File: src/rtl/sprite_line_fetch.sv
// Sprite line fetcher: copies the next scanline's sprite row from the object ROM into a
// small line buffer during hblank, then serves the pixel under the beam during active video.
module sprite_line_fetch #(
    parameter int          ROW_BITS    = 1,
    parameter int          COL_BITS    = 1,
    parameter int          XY_BITS     = 10,
    parameter logic [11:0] TRANSPARENT = 12'h000
) (
    input  logic                clk,
    input  logic                reset,
    input  logic                line_start,
    input  logic [XY_BITS-1:0]  next_y,
    input  logic [XY_BITS-1:0]  spr_x,
    input  logic [XY_BITS-1:0]  spr_y,
    input  logic [XY_BITS-1:0]  pixel_x,
    input  logic                video_on,
    output logic [ROW_BITS-1:0] rom_row,
    output logic [COL_BITS-1:0] rom_col,
    input  logic [11:0]         rom_data,
    output logic                fetch_busy,
    output logic [11:0]         pix_rgb,
    output logic                pix_on
);

    // state   | meaning
    // S_IDLE  | waiting for line_start; display path active
    // S_FETCH | presenting row_lat/cnt to the ROM, one column per cycle
    // S_DRAIN | writing the last column returned by the ROM
    typedef enum logic [1:0] {S_IDLE, S_FETCH, S_DRAIN} state_t;

    localparam int SPR_W = 2 ** COL_BITS;
    localparam int SPR_H = 2 ** ROW_BITS;
    localparam logic [XY_BITS-1:0]  SPR_W_XY = XY_BITS'(SPR_W);
    localparam logic [XY_BITS-1:0]  SPR_H_XY = XY_BITS'(SPR_H);
    localparam logic [COL_BITS-1:0] COL_LAST = COL_BITS'(SPR_W - 1);

    state_t state, state_nx;

    logic [COL_BITS-1:0] cnt, cnt_d, col_hold;
    logic [ROW_BITS-1:0] row_lat, row_hold;
    logic [XY_BITS-1:0]  x_lat, dy, dx;
    logic                line_valid, wr_valid;
    logic                start_ok, hit;
    logic [11:0]         lbuf_px;
    logic [11:0]         lbuf [SPR_W];

    assign dy       = next_y - spr_y;
    assign start_ok = (state == S_IDLE) && line_start && (dy < SPR_H_XY);

    always_comb begin
        state_nx = state;
        case (state)
            S_IDLE:  if (start_ok) state_nx = S_FETCH;
            S_FETCH: if (cnt == COL_LAST) state_nx = S_DRAIN;
            S_DRAIN: state_nx = S_IDLE;
            default: state_nx = S_IDLE;
        endcase
    end

    assign fetch_busy = (state != S_IDLE);
    // Outside FETCH the ROM address holds the last column presented.
    assign rom_row    = (state == S_FETCH) ? row_lat : row_hold;
    assign rom_col    = (state == S_FETCH) ? cnt     : col_hold;

    assign dx      = pixel_x - x_lat;
    assign hit     = video_on & line_valid & ~fetch_busy & (dx < SPR_W_XY);
    assign lbuf_px = lbuf[dx[COL_BITS-1:0]];

    always_ff @(posedge clk or posedge reset) begin
        if (reset) begin
            state      <= S_IDLE;
            cnt        <= '0;
            cnt_d      <= '0;
            col_hold   <= '0;
            row_lat    <= '0;
            row_hold   <= '0;
            x_lat      <= '0;
            line_valid <= 1'b0;
            wr_valid   <= 1'b0;
            pix_rgb    <= 12'h000;
            pix_on     <= 1'b0;
        end else begin
            state    <= state_nx;
            // ROM data lags the address by one cycle, so the write side lags too.
            wr_valid <= (state == S_FETCH);
            cnt_d    <= cnt;

            if (state == S_IDLE && line_start) begin
                x_lat      <= spr_x;
                line_valid <= 1'b0;
                if (start_ok) begin
                    row_lat <= dy[ROW_BITS-1:0];
                    cnt     <= '0;
                end
            end

            if (state == S_FETCH) begin
                cnt      <= cnt + COL_BITS'(1);
                row_hold <= row_lat;
                col_hold <= cnt;
            end

            if (state == S_DRAIN) line_valid <= 1'b1;

            pix_rgb <= hit ? lbuf_px : 12'h000;
            pix_on  <= hit && (lbuf_px != TRANSPARENT);
        end
    end

    // Buffer contents are masked by line_valid, so they need no reset.
    always_ff @(posedge clk) begin
        if (wr_valid) lbuf[cnt_d] <= rom_data;
    end

endmodule

File: config.mk
export PLATFORM = sky130hd
export DESIGN_NAME = sprite_line_fetch
export DESIGN_NICKNAME = d
export VERILOG_FILES = /design/src/rtl/sprite_line_fetch.sv
export SDC_FILE = /design/constraint.sdc
export NUM_CORES = 1
export LEC_CHECK = 0
export BUFFER_PORTS_ARGS = -buffer_cell sky130_fd_sc_hd__buf_2
export CAP_MARGIN = 25
export CORE_ASPECT_RATIO = 0.9
export CORE_MARGIN = 2
export CORE_UTILIZATION = 25
export DETAILED_ROUTE_END_ITERATION = 10
export SLEW_MARGIN = 20
export SYNTH_ARGS = -nofsm -noshare
export SYNTH_HDL_FRONTEND = slang
export SYNTH_SLANG_ARGS = --single-unit
export TNS_END_PERCENT = 100
File: constraint.sdc
create_clock -name clk -period 3.3 [get_ports clk]
set_input_delay 0.33 -clock clk [delete_from_list [all_inputs] [get_ports clk]]
set_output_delay 0.33 -clock clk [all_outputs]
set_load 0.02 [all_outputs]
======== Yosys cells after proc, flatten, opt, wreduce, memory -nomap -nowiden ========
Memory sizes are Yosys's and may differ from the RTL's.
Cells that the tools add are included.
cells by class
  $add $sub $neg .......................... 3
  order comparisons ....................... 2
  equal/unequal tests ..................... 4
  multiplexer cells ....................... 13
  bitwise gates (word level) .............. 4
  reductions and logical operators ........ 12
operators with widths
  cell                   number
  $lt A10 B2 Y1 const B  2
  $sub A10 B10 Y10       2
  $mux W12               1
  $reduce_bool A12 Y1    1
  $mux W1                9
  $reduce_bool A2 Y1     4
  $reduce_and A2 Y1      3
  $mux W2                2
  $ne A2 B2 Y1 const B   2
  $pmux W2 S2            1
  $and A1 B1 Y1          3
  $logic_and A1 B1 Y1    3
  $eq A2 B1 Y1 const B   1
  $eq A2 B2 Y1 const B   1
  $logic_not A2 Y1       1
  $add A1 B1 Y1 const B  1
  $not A1 Y1             1
word-level totals
  bits in registers ....................... 32
  bits in writable memories ............... 24
  input bits .............................. 56
  output and inout port bits .............. 16
  logic and storage cells ................. 50
  memories ................................ 1
memory list
  memory  words  bits a word  rd ports  clocked after memory_dff  wr ports  RTL line  RTL
  lbuf    2      12           1         0                         1         45        logic [11:0] lbuf [SPR_W];

======== Logic depth before layout (Yosys ltp) ========
Gate-level depths: netlist (run 1).
  word-level depth ........................ 6
  depth in mapped cells ................... 10
  depth with buffers taken out ............ 9

======== Worst setup path before layout (run 1) ========
No wires, ideal clock.
  kind .................................... in2reg
  start ................................... input next_y[0]
  end ..................................... register row_lat
  library setup time ...................... 0.079 ns
  data arrival time ....................... 2.205 ns
  data required time ...................... 3.221 ns
  slack ................................... 1.016 ns
  cell stages on the path ................. 9
  buffers on the path ..................... 0
  path through ............................ inv_1 -> ha_1 -> fa_1 -> nand2b_1 -> a211oi_2 -> o31a_1 -> o211ai_1 -> a2111oi_2 -> mux2i_1
on the way
  word-level cells in the longest chain between the ends .. 4
RTL lines
  what                                RTL line  RTL
  from (decl)                         12        input logic [XY_BITS-1:0] next_y,
  $sub A10 B10 Y10 (*)                47        assign dy = next_y - spr_y;
  $lt A10 B2 Y1                       48        assign start_ok = (state == S_IDLE) && line_start && (dy < SPR_H_XY);
  $logic_and A1 B1 Y1                 48
  $reduce_and A2 Y1 (no source line)  n/a
  to (signal assigned)                92        row_lat <= dy[ROW_BITS-1:0];
  to (decl)                           40        logic [ROW_BITS-1:0] row_lat, row_hold;
Every way passes the cells marked *; elsewhere a longest branch is shown, timed or not.
A chain may end at the register's enable or synchronous reset.

======== Worst setup path in the final report (run 1) ========
  start ................................... register x_lat[0]
  end ..................................... register pix_on
on the way
  word-level cells in the longest chain between the ends .. 4
  elaborated cells between the ends (all ways) .. 6
  classes of those cells .................. add/sub: 1; order compare: 1; bitwise: 1; reduce/logical: 2; memory: 1
RTL lines
  what                                                         RTL line  RTL
  from (decl)                                                  41        logic [XY_BITS-1:0] x_lat, dy, dx;
  from (signal assigned)                                       89        x_lat <= spr_x;
  $sub A10 B10 Y10 (*)                                         65        assign dx = pixel_x - x_lat;
  $lt A10 B2 Y1 / $mem_v2 Z2 W12 (equally long branches)       n/a
  $and A1 B1 Y1 / $reduce_bool A12 Y1 (equally long branches)  66, 106
  $logic_and A1 B1 Y1 (*)                                      106       pix_on <= hit && (lbuf_px != TRANSPARENT);
  to (signal assigned)                                         106
  to (decl)                                                    22        output logic pix_on
Marks and branches as above.

==> results of run 1 <==
## how the worst max path moves through the flow
stage / to / startpoint / slack, ns
2_1_floorplan: row_lat / next_y[0] / 1.02
3_3_place_gp: pix_on / pixel_x[0] / 0.69
3_5_place_dp: pix_on / pixel_x[0] / 0.63
4_1_cts: pix_on / x_lat[0] / 0.70
5_1_grt: pix_on / x_lat[0] / 0.43
6_report: pix_on / x_lat[0] / 0.74
## final cells by class
cell class,count,area (um^2),area share
Multi-Input combinational cell,175,1260,0.348
Clock buffer,5,125,0.0346
Tap cell,156,195,0.0540
Clock inverter,3,28.8,0.00796
Sequential cell,56,1520,0.421
Inverter,27,101,0.0280
Timing Repair Buffer,75,385,0.107
## cell families after synthesis
family	synth area share
AOI/OAI and AO/OA	0.125
xor gates and xnor gates	0.0272
adders and majority gates	0.0914
buffers and inverters	0.0422
DFF	0.524
muxes	0.0595
and+or+nand+nor	0.131
## metal layers
layer | track usage | share of wire
met2 | 0.168 | 0.47
met1 | 0.123 | 0.46
met5 | 0 | 0.0021
met4 | 0.0387 | 0.017
met3 | 0.0284 | 0.047
## state kept, by name, indices dropped and copies added, names as in the netlist
| name | cells |
|---|---|
| line_valid | 1 |
| lbuf | 24 |
| row_hold | 1 |
| pix_rgb | 12 |
| pix_on | 1 |
| col_hold | 1 |
| state | 2 |
| cnt | 1 |
| row_lat | 1 |
| cnt_d | 1 |
| x_lat | 10 |
| wr_valid | 1 |
## power breakdown
group          switching [mW]  internal (mW)  total (mW)  leakage (nW)
combinational           0.207          0.159       0.366         0.982
clock                   0.257          0.293       0.549        0.0767
sequential             0.0187          0.766       0.785         0.629
total                   0.483           1.22        1.70          1.69
## placed cells by master (no fill, tap or decap), drive strengths merged, types with 2 or more instances in the layout
cell / count
buf: 74
dfrtp: 32
inv: 30
edfxtp: 24
nand2: 23
ha: 18
o21ai: 17
nor3: 17
mux2i: 15
nor2: 11
a21oi: 8
nand3: 6
a211oi: 6
clkbuf: 6
a21o: 6
xnor2: 5
o21a: 4
nand2b: 4
xor2: 4
nor4: 4
or3: 2
o2111ai: 2
o22ai: 2
and2: 2
mux2: 2
fa: 2
or2: 2
## critical path, stage by stage (launching register included)
cell	delay (ns)
sky130_fd_sc_hd__dfrtp_1	0.39
sky130_fd_sc_hd__ha_1	0.21
sky130_fd_sc_hd__fa_1	0.40
sky130_fd_sc_hd__nand2b_1	0.18
sky130_fd_sc_hd__a211oi_1	0.28
sky130_fd_sc_hd__o22a_1	0.21
sky130_fd_sc_hd__xnor2_1	0.12
sky130_fd_sc_hd__nand3_1	0.36
sky130_fd_sc_hd__a211oi_1	0.33
## through the flow
| step | cells | instance area (um^2) |
|---|---|---|
| after detailed placement | 488 | 3450 |
| after CTS | 496 | 3610 |
| after global routing | 497 | 3620 |
| after global placement | 487 | 3450 |
| final | 497 | 3620 |
| after floorplan | 263 | 2900 |
==> qor.yml, run 1 <==
grt:
  grt_antenna_before_repair: 2
  globalRouteTotalUtil: 0.100
  grt_pass1_vias: 2173
  grt_ovf: 0
  global_route_wire_length_before_repair_um: 10100
  grt_max_degree: 33
job:
  max_cap_viol_count: 0
logic_synthesis:
  synth_top_cell_by_area: "sky130_fd_sc_hd__dfrtp_1"
  yosysMostFrequentCell: "sky130_fd_sc_hd__dfrtp_1"
  synth.top_cell.area_share: 0.276
  yosys_register_bits: 56
  netlist_top_cells_area: "sky130_fd_sc_hd__dfrtp_1 (28%), sky130_fd_sc_hd__edfxtp_1 (25%), sky130_fd_sc_hd__ha_1 (7.8%)"
  syn-mean-instance-area_um2: 11.0
  netlist-cell-type-count: 43
  synthFlopType: "sky130_fd_sc_hd__dfrtp_1"
  synth.cell_area_um2: 2900
  synth.yosys.warnings: 0
  postSynth.asyncResetShare: 0.571
  netlist_top_cells_count: "sky130_fd_sc_hd__dfrtp_1 (32), sky130_fd_sc_hd__inv_1 (27), sky130_fd_sc_hd__edfxtp_1 (24)"
  syn-num-nets: 339
  sequential_element_share_of_the_synthesized_area: 0.524
  synth-edff-count: 24
  syn-instance-count: 263
pwr:
  power.density_nw_per_um2: 470
  fin_total_pwr_mw: 1.70
  power.static_leakage_nw: 1.69
  peakVddDrop_mv: 0.188
die:
  floorplan_core_area_um2: 11400
  initial_utilization: 0.255
  dieWidth_um: 118
  dieArea_um2: 12500
  top_level_ports: 72
  rows: 37
  chipHeight_um: 106
clocking:
  clock_sink_count: 56
  cts_repair_resize_count: 0
  cts.clk_slew.worst_paths_ns: 0.08
  cts-buffers-inserted: 5
  clock_tree.root_cell: "sky130_fd_sc_hd__clkbuf_16"
  cts_max_path_buffers: 2
  tritoncts_clock_tree: "done"
  postCtsHoldBufs: 0
  worstSkewPairLatency_ns: 0.29
  cts_htree_levels: 2
  cts_setup_buffers: 0
placement:
  detailedPlacementHpwl_um: 5000
  placer_congestion: 0.808
  place_ws_ns: 0.630
  buffer_ports.inserted: 71
timing:
  hold_ws_ns: 0.113
  final_clock_skew_ns: 0.00509
  finalSetupTns_ns: 0
  rsz0062_at_grt: "no"
  timing.final.setup_violations: 0
  fin_crit_sh: 0.777
  hold_violations: 0
  finalWorstSetupSlack_ns: 0.737
  finalCriticalPeriod_ns: 2.56
  timing.slew.headroom: 0.547
  worst_slew_pin_slew_ns: 0.680
  clock.fmax_mhz: 390
  slew_violations: 0
critical_path:
  worst-setup-path-type: "reg -> reg"
  cp.required_ns: 3.49
  setup.worst_path.start_class: "flip-flop"
  critPathMaxFanout: 13
  timing.critical_path.to_type: "flip-flop"
  critical_path.reg2reg.endpoint: "pix_on"
  timing.reg2reg.setup_slack_ns: 0.74
  reg_to_reg_startpoint: "x_lat[0]"
  reg2regPathDepth: 8
  worst-endpoint-arrival_ns: 2.76
layout:
  drive_above_1_share: 0.273
  antennaDiodeCount: 0
  fin_nets: 416
  final_core_util: 0.318
  area_growth_syn_to_fin_pct: 24.6
  fill_cells: 1168
hold_path:
  hold_class: "in -> async"
drt:
  post_drt_via_cell_ratio: 4.32
  route.detailed.wl_per_inst_um: 12.3
  drt_first_iter_violations: 87
  drtAntennaViolNets: 0
  wl_um: 6140
  first_pass_iters: 4
  vias: 2148
  detail_route.drc_violations: 0
status:
  run_status: "finished clean"
No activity file was read; power rests on OpenSTA's default activity.
==> run 2, diff against run 1 <==
--- a/config.mk
+++ b/config.mk
@@ -5,6 +5,7 @@
 export SDC_FILE = /design/constraint.sdc
 export NUM_CORES = 1
 export LEC_CHECK = 0
+export ABC_AREA = 1
 export BUFFER_PORTS_ARGS = -buffer_cell sky130_fd_sc_hd__buf_2
 export CAP_MARGIN = 25
 export CORE_ASPECT_RATIO = 0.9
==> constraint.sdc (replaced) <==
create_clock -name clk -period 2.26 [get_ports clk]
set_input_delay 0.226 -clock clk [delete_from_list [all_inputs] [get_ports clk]]
set_output_delay 0.226 -clock clk [all_outputs]
set_load 0.02 [all_outputs]
==> run 2 against run 1 <==
Net effect: sequential share of layout area fell by 2.9 points; combinational power is 54% higher; count of clock-buffer cells in the layout unchanged; global-route usage is 0.22 points lower; clock skew is 0.0011 ns lower; die area grew 6.9%; critical endpoint is now pix_rgb[0]; sequential cell count unchanged; synthesized area up 7.2%; clock power is 47% higher; fmax grew 17%; sequential power increased by 44%.
==> qor.yml, run 2 <==
status:
  run_status: "finished clean"
critical_path:
  worst-endpoint-arrival_ns: 2.42  # -0.34 ns
  setup.worst_path.start_class: "flip-flop"
  timing.critical_path.to_type: "flip-flop"
  critPathMaxFanout: 6  # -7
  timing.reg2reg.setup_slack_ns: 0.07  # -0.67 ns
  worst-setup-path-type: "reg -> reg"
  cp.required_ns: 2.48  # -1.01 ns
die:
  chipHeight_um: 110  # +3.4%
  dieArea_um2: 13400  # +6.9%
  initial_utilization: 0.258  # +0.00267
  floorplan_core_area_um2: 12100  # +6.0%
  rows: 38  # +2.7%
  dieWidth_um: 122  # +3.4%
  top_level_ports: 72  # unchanged
layout:
  antennaDiodeCount: 0  # unchanged
  fin_nets: 497  # +19%
  drive_above_1_share: 0.275  # +0.00215
  final_cell_mix: "sky130_fd_sc_hd__nand2_1 (84), sky130_fd_sc_hd__buf_2 (71), sky130_fd_sc_hd__inv_1 (57)"
  reg_top3: "lbuf x24, pix_rgb x12, x_lat x10"
  final_core_util: 0.321  # +0.00366
  area_growth_syn_to_fin_pct: 24.7
  largest_register_by_flop_count: "lbuf"
  flip_flop_count_of_the_largest_register_all_copies_and_words_added: 24  # unchanged
  leading_cell_type_in_the_layout_fill_and_taps_excluded: "sky130_fd_sc_hd__nand2_1"
clocking:
  tritoncts_clock_tree: "done"
  cts_max_path_buffers: 2  # unchanged
  cts.clk_slew.worst_paths_ns: 0.08  # about the same
  cts-buffers-inserted: 5  # unchanged
  cts_htree_levels: 2  # unchanged
  clock_tree.root_cell: "sky130_fd_sc_hd__clkbuf_16"
  worstSkewPairLatency_ns: 0.29  # about the same
  clock_sink_count: 56  # unchanged
logic_synthesis:
  netlist_top_cells_count: "sky130_fd_sc_hd__nand2_1 (84), sky130_fd_sc_hd__inv_1 (57), sky130_fd_sc_hd__dfrtp_1 (32)"
  synth.yosys.warnings: 0  # unchanged
  synth.top_cell.area_share: 0.257  # -0.0184
  syn-mean-instance-area_um2: 9.12  # -17%
  yosys_register_bits: 56  # unchanged
  netlist_top_cells_area: "sky130_fd_sc_hd__dfrtp_1 (26%), sky130_fd_sc_hd__edfxtp_1 (23%), sky130_fd_sc_hd__nand2_1 (10%)"
  synth.cell_area_um2: 3110  # +7.2%
  postSynth.asyncResetShare: 0.571  # unchanged
  synth-edff-count: 24  # unchanged
  yosysMostFrequentCell: "sky130_fd_sc_hd__nand2_1"
  synthFlopType: "sky130_fd_sc_hd__dfrtp_1"
  netlist-cell-type-count: 32  # -26%
  synth_top_cell_by_area: "sky130_fd_sc_hd__dfrtp_1"
  syn-instance-count: 341  # +30%
  sequential_element_share_of_the_synthesized_area: 0.489  # -0.0350
  syn-num-nets: 417  # +23%
grt:
  grt_antenna_before_repair: 0  # -2
  grt_max_degree: 33  # unchanged
  grt_pass1_vias: 2319  # +6.7%
  global_route_wire_length_before_repair_um: 10500  # +3.8%
  globalRouteTotalUtil: 0.0980  # -0.00217
  grt_ovf: 0  # unchanged
pwr:
  peakVddDrop_mv: 0.319  # +70%
  power.static_leakage_nw: 2.01  # +19%
  power.density_nw_per_um2: 643  # +37%
placement:
  place_ws_ns: 0.108  # -0.522 ns
  placer_congestion: 0.866  # +7.2%
  buffer_ports.inserted: 71  # unchanged
  detailedPlacementHpwl_um: 5090  # +1.9%
timing:
  finalWorstSetupSlack_ns: 0.0672  # -0.669 ns
  rsz0062_at_grt: "yes"
  finalCriticalPeriod_ns: 2.19  # -0.371 ns
  final_clock_skew_ns: 0.00401  # -0.00109 ns
  timing.final.setup_violations: 0  # unchanged
  timing.slew.headroom: 0.685  # +0.139
  clock.fmax_mhz: 456  # +17%
  hold_violations: 0  # unchanged
  worst_slew_pin_slew_ns: 0.472  # -0.208 ns
  fin_crit_sh: 0.970  # +0.193
  slew_violations: 0  # unchanged
drt:
  detail_route.drc_violations: 0  # unchanged
  post_drt_via_cell_ratio: 4.12  # -4.7%
  drt_first_iter_violations: 90  # +3.4%
  first_pass_iters: 4  # unchanged
  vias: 2398  # +12%
  wl_um: 6450  # +5.1%
  route.detailed.wl_per_inst_um: 11.1  # -10%
  drtAntennaViolNets: 0  # unchanged
job:
  max_cap_viol_count: 0  # unchanged
hold_path:
  hold_class: "in -> async"
run 2: layout make-up:
cell class	count	area (um^2)
Fill cell	1270	8200
Sequential cell	56	1520
Multi-Input combinational cell	221	1350
Timing Repair Buffer	77	430
Inverter	60	225
Tap cell	160	200
Clock buffer	5	125
Clock inverter	3	28.8
run 2: worst max-delay path, cell delays in order (launching register included):
cell	delay, ns
sky130_fd_sc_hd__dfrtp_1	0.38
sky130_fd_sc_hd__ha_2	0.19
sky130_fd_sc_hd__fa_1	0.49
sky130_fd_sc_hd__inv_1	0.04
sky130_fd_sc_hd__nor2_1	0.09
sky130_fd_sc_hd__nand2_1	0.07
sky130_fd_sc_hd__nor2_2	0.10
sky130_fd_sc_hd__nand3_2	0.09
sky130_fd_sc_hd__nor2_4	0.09
sky130_fd_sc_hd__nand3_2	0.09
sky130_fd_sc_hd__nor2_4	0.11
sky130_fd_sc_hd__nand4_4	0.12
sky130_fd_sc_hd__clkbuf_16	0.19
sky130_fd_sc_hd__nor2_1	0.08
run 2: where the power goes:
part | leakage (nW) | switching [mW] | internal [mW] | total (mW)
clock | 0.0763 | 0.379 | 0.426 | 0.805
combinational | 1.29 | 0.345 | 0.217 | 0.562
sequential | 0.639 | 0.0195 | 1.11 | 1.13
run 2: final timing paths:
check,start,endpoint,cells after the start
worst max-delay path,x_lat[0],pix_rgb[0],13
worst min-delay path,reset,x_lat[0],3
worst max register to register,x_lat[0],pix_rgb[0],13
worst min register to register,cnt,cnt_d,0
max in group asynchronous,reset,pix_rgb[11],3
min in group clk,rom_data[0],lbuf[0][0],1
run 2: metrics by stage:
stage	setup TNS (ns)	hold WS, ns	std cells	instance area (um^2)	total power [mW]
4_1_cts	0	0.0287	580	3820	2.52
6_report	0	0.0199	582	3880	2.49
5_1_grt	-0.513	0.0717	582	3880	2.65
3_5_place_dp	0	0.352	572	3670	1.71
2_1_floorplan	0	0.325	341	3110	1.56
3_3_place_gp	0	0.341	572	3670	1.70
run 2: timing repair:
item / CTS / global route
gates resized for setup: 0 / 5
hold buffers: 0 / 0
setup endpoints to repair: 0 / 13
setup buffers: 0 / 1
run 2: logic make-up after synthesis:
group,synth area share
flip-flops,0.489
multiplexers,0.0394
AND/OR/NAND/NOR,0.244
XOR/XNOR,0.0169
adder cells (fa/ha/maj),0.0853
AO/OA/AOI/OAI,0.0410
buffers and inverters,0.0845
run 2: metal layers:
metal,up-vias,part of all wire,track usage
met5,-,0,0
met4,0,0.013,0.0263
met3,4,0.045,0.0156
met2,47,0.49,0.172
met1,1099,0.45,0.126
li1,1248,-,-
==> run 3, diff against run 2 <==
==> constraint.sdc (replaced) <==
create_clock -name clk -period 2.6 [get_ports clk]
set_input_delay 0.26 -clock clk [delete_from_list [all_inputs] [get_ports clk]]
set_output_delay 0.26 -clock clk [all_outputs]
set_load 0.02 [all_outputs]
==> run 3 against run 2 <==
Net effect: clock skew up 0.0016 ns; power down 14%; worst setup slack better by 0.35 ns; largest cell class unchanged; highest routed layer unchanged; sequential power down 13%; fmax up 0.35%; sequential share of layout area up 0.66 points; clock power down 14%.
==> qor.yml, run 3 (synthesis gave the netlist of run 2 again) <==
status:
  run_status: "finished clean"
die:
  floorplan_core_area_um2: 12100  # unchanged
  top_level_ports: 72  # unchanged
  rows: 38  # unchanged
  initial_utilization: 0.258  # unchanged
  chipHeight_um: 110  # unchanged
  dieWidth_um: 122  # unchanged
  dieArea_um2: 13400  # unchanged
drt:
  drt_first_iter_violations: 65  # -28%
  first_pass_iters: 4  # unchanged
  post_drt_via_cell_ratio: 4.06  # -1.4%
  detail_route.drc_violations: 0  # unchanged
  vias: 2361  # -1.5%
  wl_um: 6310  # -2.1%
  drtAntennaViolNets: 0  # unchanged
  route.detailed.wl_per_inst_um: 10.9  # -1.9%
pwr:
  power.static_leakage_nw: 1.99  # -1.1%
  internal_power_mw: 1.52  # -13%
  power.density_nw_per_um2: 565  # -12%
  sw_frac_of_total: 0.295  # -0.00340
  power.combinational.fraction: 0.222  # -0.003
  peakVddDrop_mv: 0.277  # -13%
  seq_power_share: 0.455  # +0.003
  net-switching-power_mw: 0.635  # -15%
  clock_network_fraction_of_total_power: 0.323  # about the same
timing:
  finalSetupTns_ns: 0  # unchanged
  final_clock_skew_ns: 0.00563  # +0.00163 ns
  timing.final.setup_violations: 0  # unchanged
  timing.slew.headroom: 0.678  # -0.00677
  rsz0062_at_grt: "no"
  fin_crit_sh: 0.840  # -0.130
  hold_violations: 0  # unchanged
  finalWorstSetupSlack_ns: 0.415  # +0.348 ns
  worst_slew_pin_slew_ns: 0.482  # +0.0102 ns
  slew_violations: 0  # unchanged
  finalCriticalPeriod_ns: 2.19  # -0.00765 ns
  clock.fmax_mhz: 458  # +0.35%
clocking:
  clock_tree.root_cell: "sky130_fd_sc_hd__clkbuf_16"
  cts_setup_buffers: 0  # unchanged
  cts-buffers-inserted: 5  # unchanged
  tritoncts_clock_tree: "done"
  cts_max_path_buffers: 2  # unchanged
  postCtsHoldBufs: 0  # unchanged
  cts_htree_levels: 2  # unchanged
  clock_sink_count: 56  # unchanged
  worstSkewPairLatency_ns: 0.29  # about the same
  cts_repair_resize_count: 0  # unchanged
  cts.clk_slew.worst_paths_ns: 0.07  # about the same
layout:
  fill_cells: 1294  # +1.9%
  final_cell_mix: "sky130_fd_sc_hd__nand2_1 (84), sky130_fd_sc_hd__buf_2 (71), sky130_fd_sc_hd__inv_1 (57)"
  final_design_area_no_fill_um2: 3810  # -1.6%
  final_core_util: 0.316  # -0.00528
  register_area_um2: 1520  # unchanged
  flip_flop_count_of_the_largest_register_all_copies_and_words_added: 24  # unchanged
  area_growth_syn_to_fin_pct: 22.6
  largest_register_by_flop_count: "lbuf"
  reg_top3: "lbuf x24, pix_rgb x12, x_lat x10"
  drive_above_1_share: 0.264  # -0.0106
  multi_input_area_um2: 1330  # -1.6%
  fin_nets: 495  # -0.40%
  leading_cell_type_in_the_layout_fill_and_taps_excluded: "sky130_fd_sc_hd__nand2_1"
critical_path:
  reg_to_reg_startpoint: "x_lat[0]"
  worst-endpoint-arrival_ns: 2.40  # -0.02 ns
  setup.worst_path.start_class: "flip-flop"
  worst-setup-path-type: "reg -> reg"
  critical_path.reg2reg.endpoint: "pix_rgb[11]"
  critPathMaxFanout: 13  # +7
  timing.reg2reg.setup_slack_ns: 0.41  # +0.35 ns
  reg2regPathDepth: 13  # unchanged
  cp.required_ns: 2.82  # +0.34 ns
  timing.critical_path.to_type: "flip-flop"
placement:
  detailedPlacementHpwl_um: 5100  # about the same
  placer_congestion: 0.865  # -0.15%
  place_ws_ns: 0.394  # +0.286 ns
  placedInstanceArea_um2: 3660  # -0.34%
  buffer_ports.inserted: 71  # unchanged
hold_path:
  hold_class: "in -> async"
job:
  max_cap_viol_count: 0  # unchanged
grt:
  global_route_wire_length_before_repair_um: 10600  # +1.1%
  grt_antenna_before_repair: 0  # unchanged
  globalRouteTotalUtil: 0.0980  # about the same
  grt_ovf: 0  # unchanged
  grt_max_degree: 33  # unchanged
  grt_pass1_vias: 2327  # +0.34%
## run 3: cell types whose count changed in the layout (fill, tap and decap cells not counted), sizes merged
cell    previous run  this run
diode              0         1
buf               76        75
clkbuf             6         5
## run 3: area by class of cell
| cell class | instances | share of cell area |
|---|---|---|
| antenna | 1 | 0.000656 |
| clock buffer | 5 | 0.0328 |
| clock inverter | 3 | 0.00754 |
| inverter | 60 | 0.0590 |
| multi-input combinational | 221 | 0.348 |
| sequential | 56 | 0.399 |
| tap | 160 | 0.0525 |
| timing repair buffer | 75 | 0.101 |
## run 3: metrics by stage
stage	hold slack (ns)	instances	total power, mW
floorplan	0.359	341	1.36
global placement	0.377	572	1.47
detailed placement	0.379	572	1.48
CTS	0.0635	580	2.18
global route	0.0942	580	2.29
finish	0.0486	581	2.15
## run 3: worst max path at each step
stage               cells after the start  slack [ns]           to  startpoint
floorplan                              13        0.58   pix_rgb[1]    x_lat[0]
global placement                       15        0.45       pix_on  pixel_x[0]
detailed placement                     15        0.39       pix_on  pixel_x[0]
CTS                                    13        0.38  pix_rgb[11]    x_lat[0]
global route                           13        0.25       pix_on    x_lat[0]
finish                                 13        0.41  pix_rgb[11]    x_lat[0]
## run 3: metal layers
metal  track usage  part of all wire  vias to the layer above
li1              -                 -                     1248
met1         0.124              0.46                     1066
met2         0.173              0.48                       41
met3        0.0176             0.048                        6
met4        0.0246            0.0097                        0
met5             0                 0                        -
## run 3: power groups by stage
stage / registers [mW] / logic (mW) / clock network [mW]
3_5_place_dp: 0.999 / 0.482 / 0
2_1_floorplan: 0.994 / 0.363 / 0
4_1_cts: 0.980 / 0.486 / 0.717
6_report: 0.980 / 0.479 / 0.695
5_1_grt: 0.986 / 0.554 / 0.749
3_3_place_gp: 0.998 / 0.475 / 0
## run 3: critical path, stage by stage, from the launching register on
cell	delay, ns
sky130_fd_sc_hd__dfrtp_1	0.39
sky130_fd_sc_hd__ha_1	0.22
sky130_fd_sc_hd__fa_1	0.49
sky130_fd_sc_hd__inv_1	0.04
sky130_fd_sc_hd__nor2_1	0.09
sky130_fd_sc_hd__nand2_1	0.06
sky130_fd_sc_hd__nor2_2	0.09
sky130_fd_sc_hd__nand3_2	0.09
sky130_fd_sc_hd__nor2_4	0.08
sky130_fd_sc_hd__nand3_2	0.06
sky130_fd_sc_hd__nor2_2	0.09
sky130_fd_sc_hd__nand4_2	0.07
sky130_fd_sc_hd__buf_4	0.20
sky130_fd_sc_hd__nor2_1	0.11
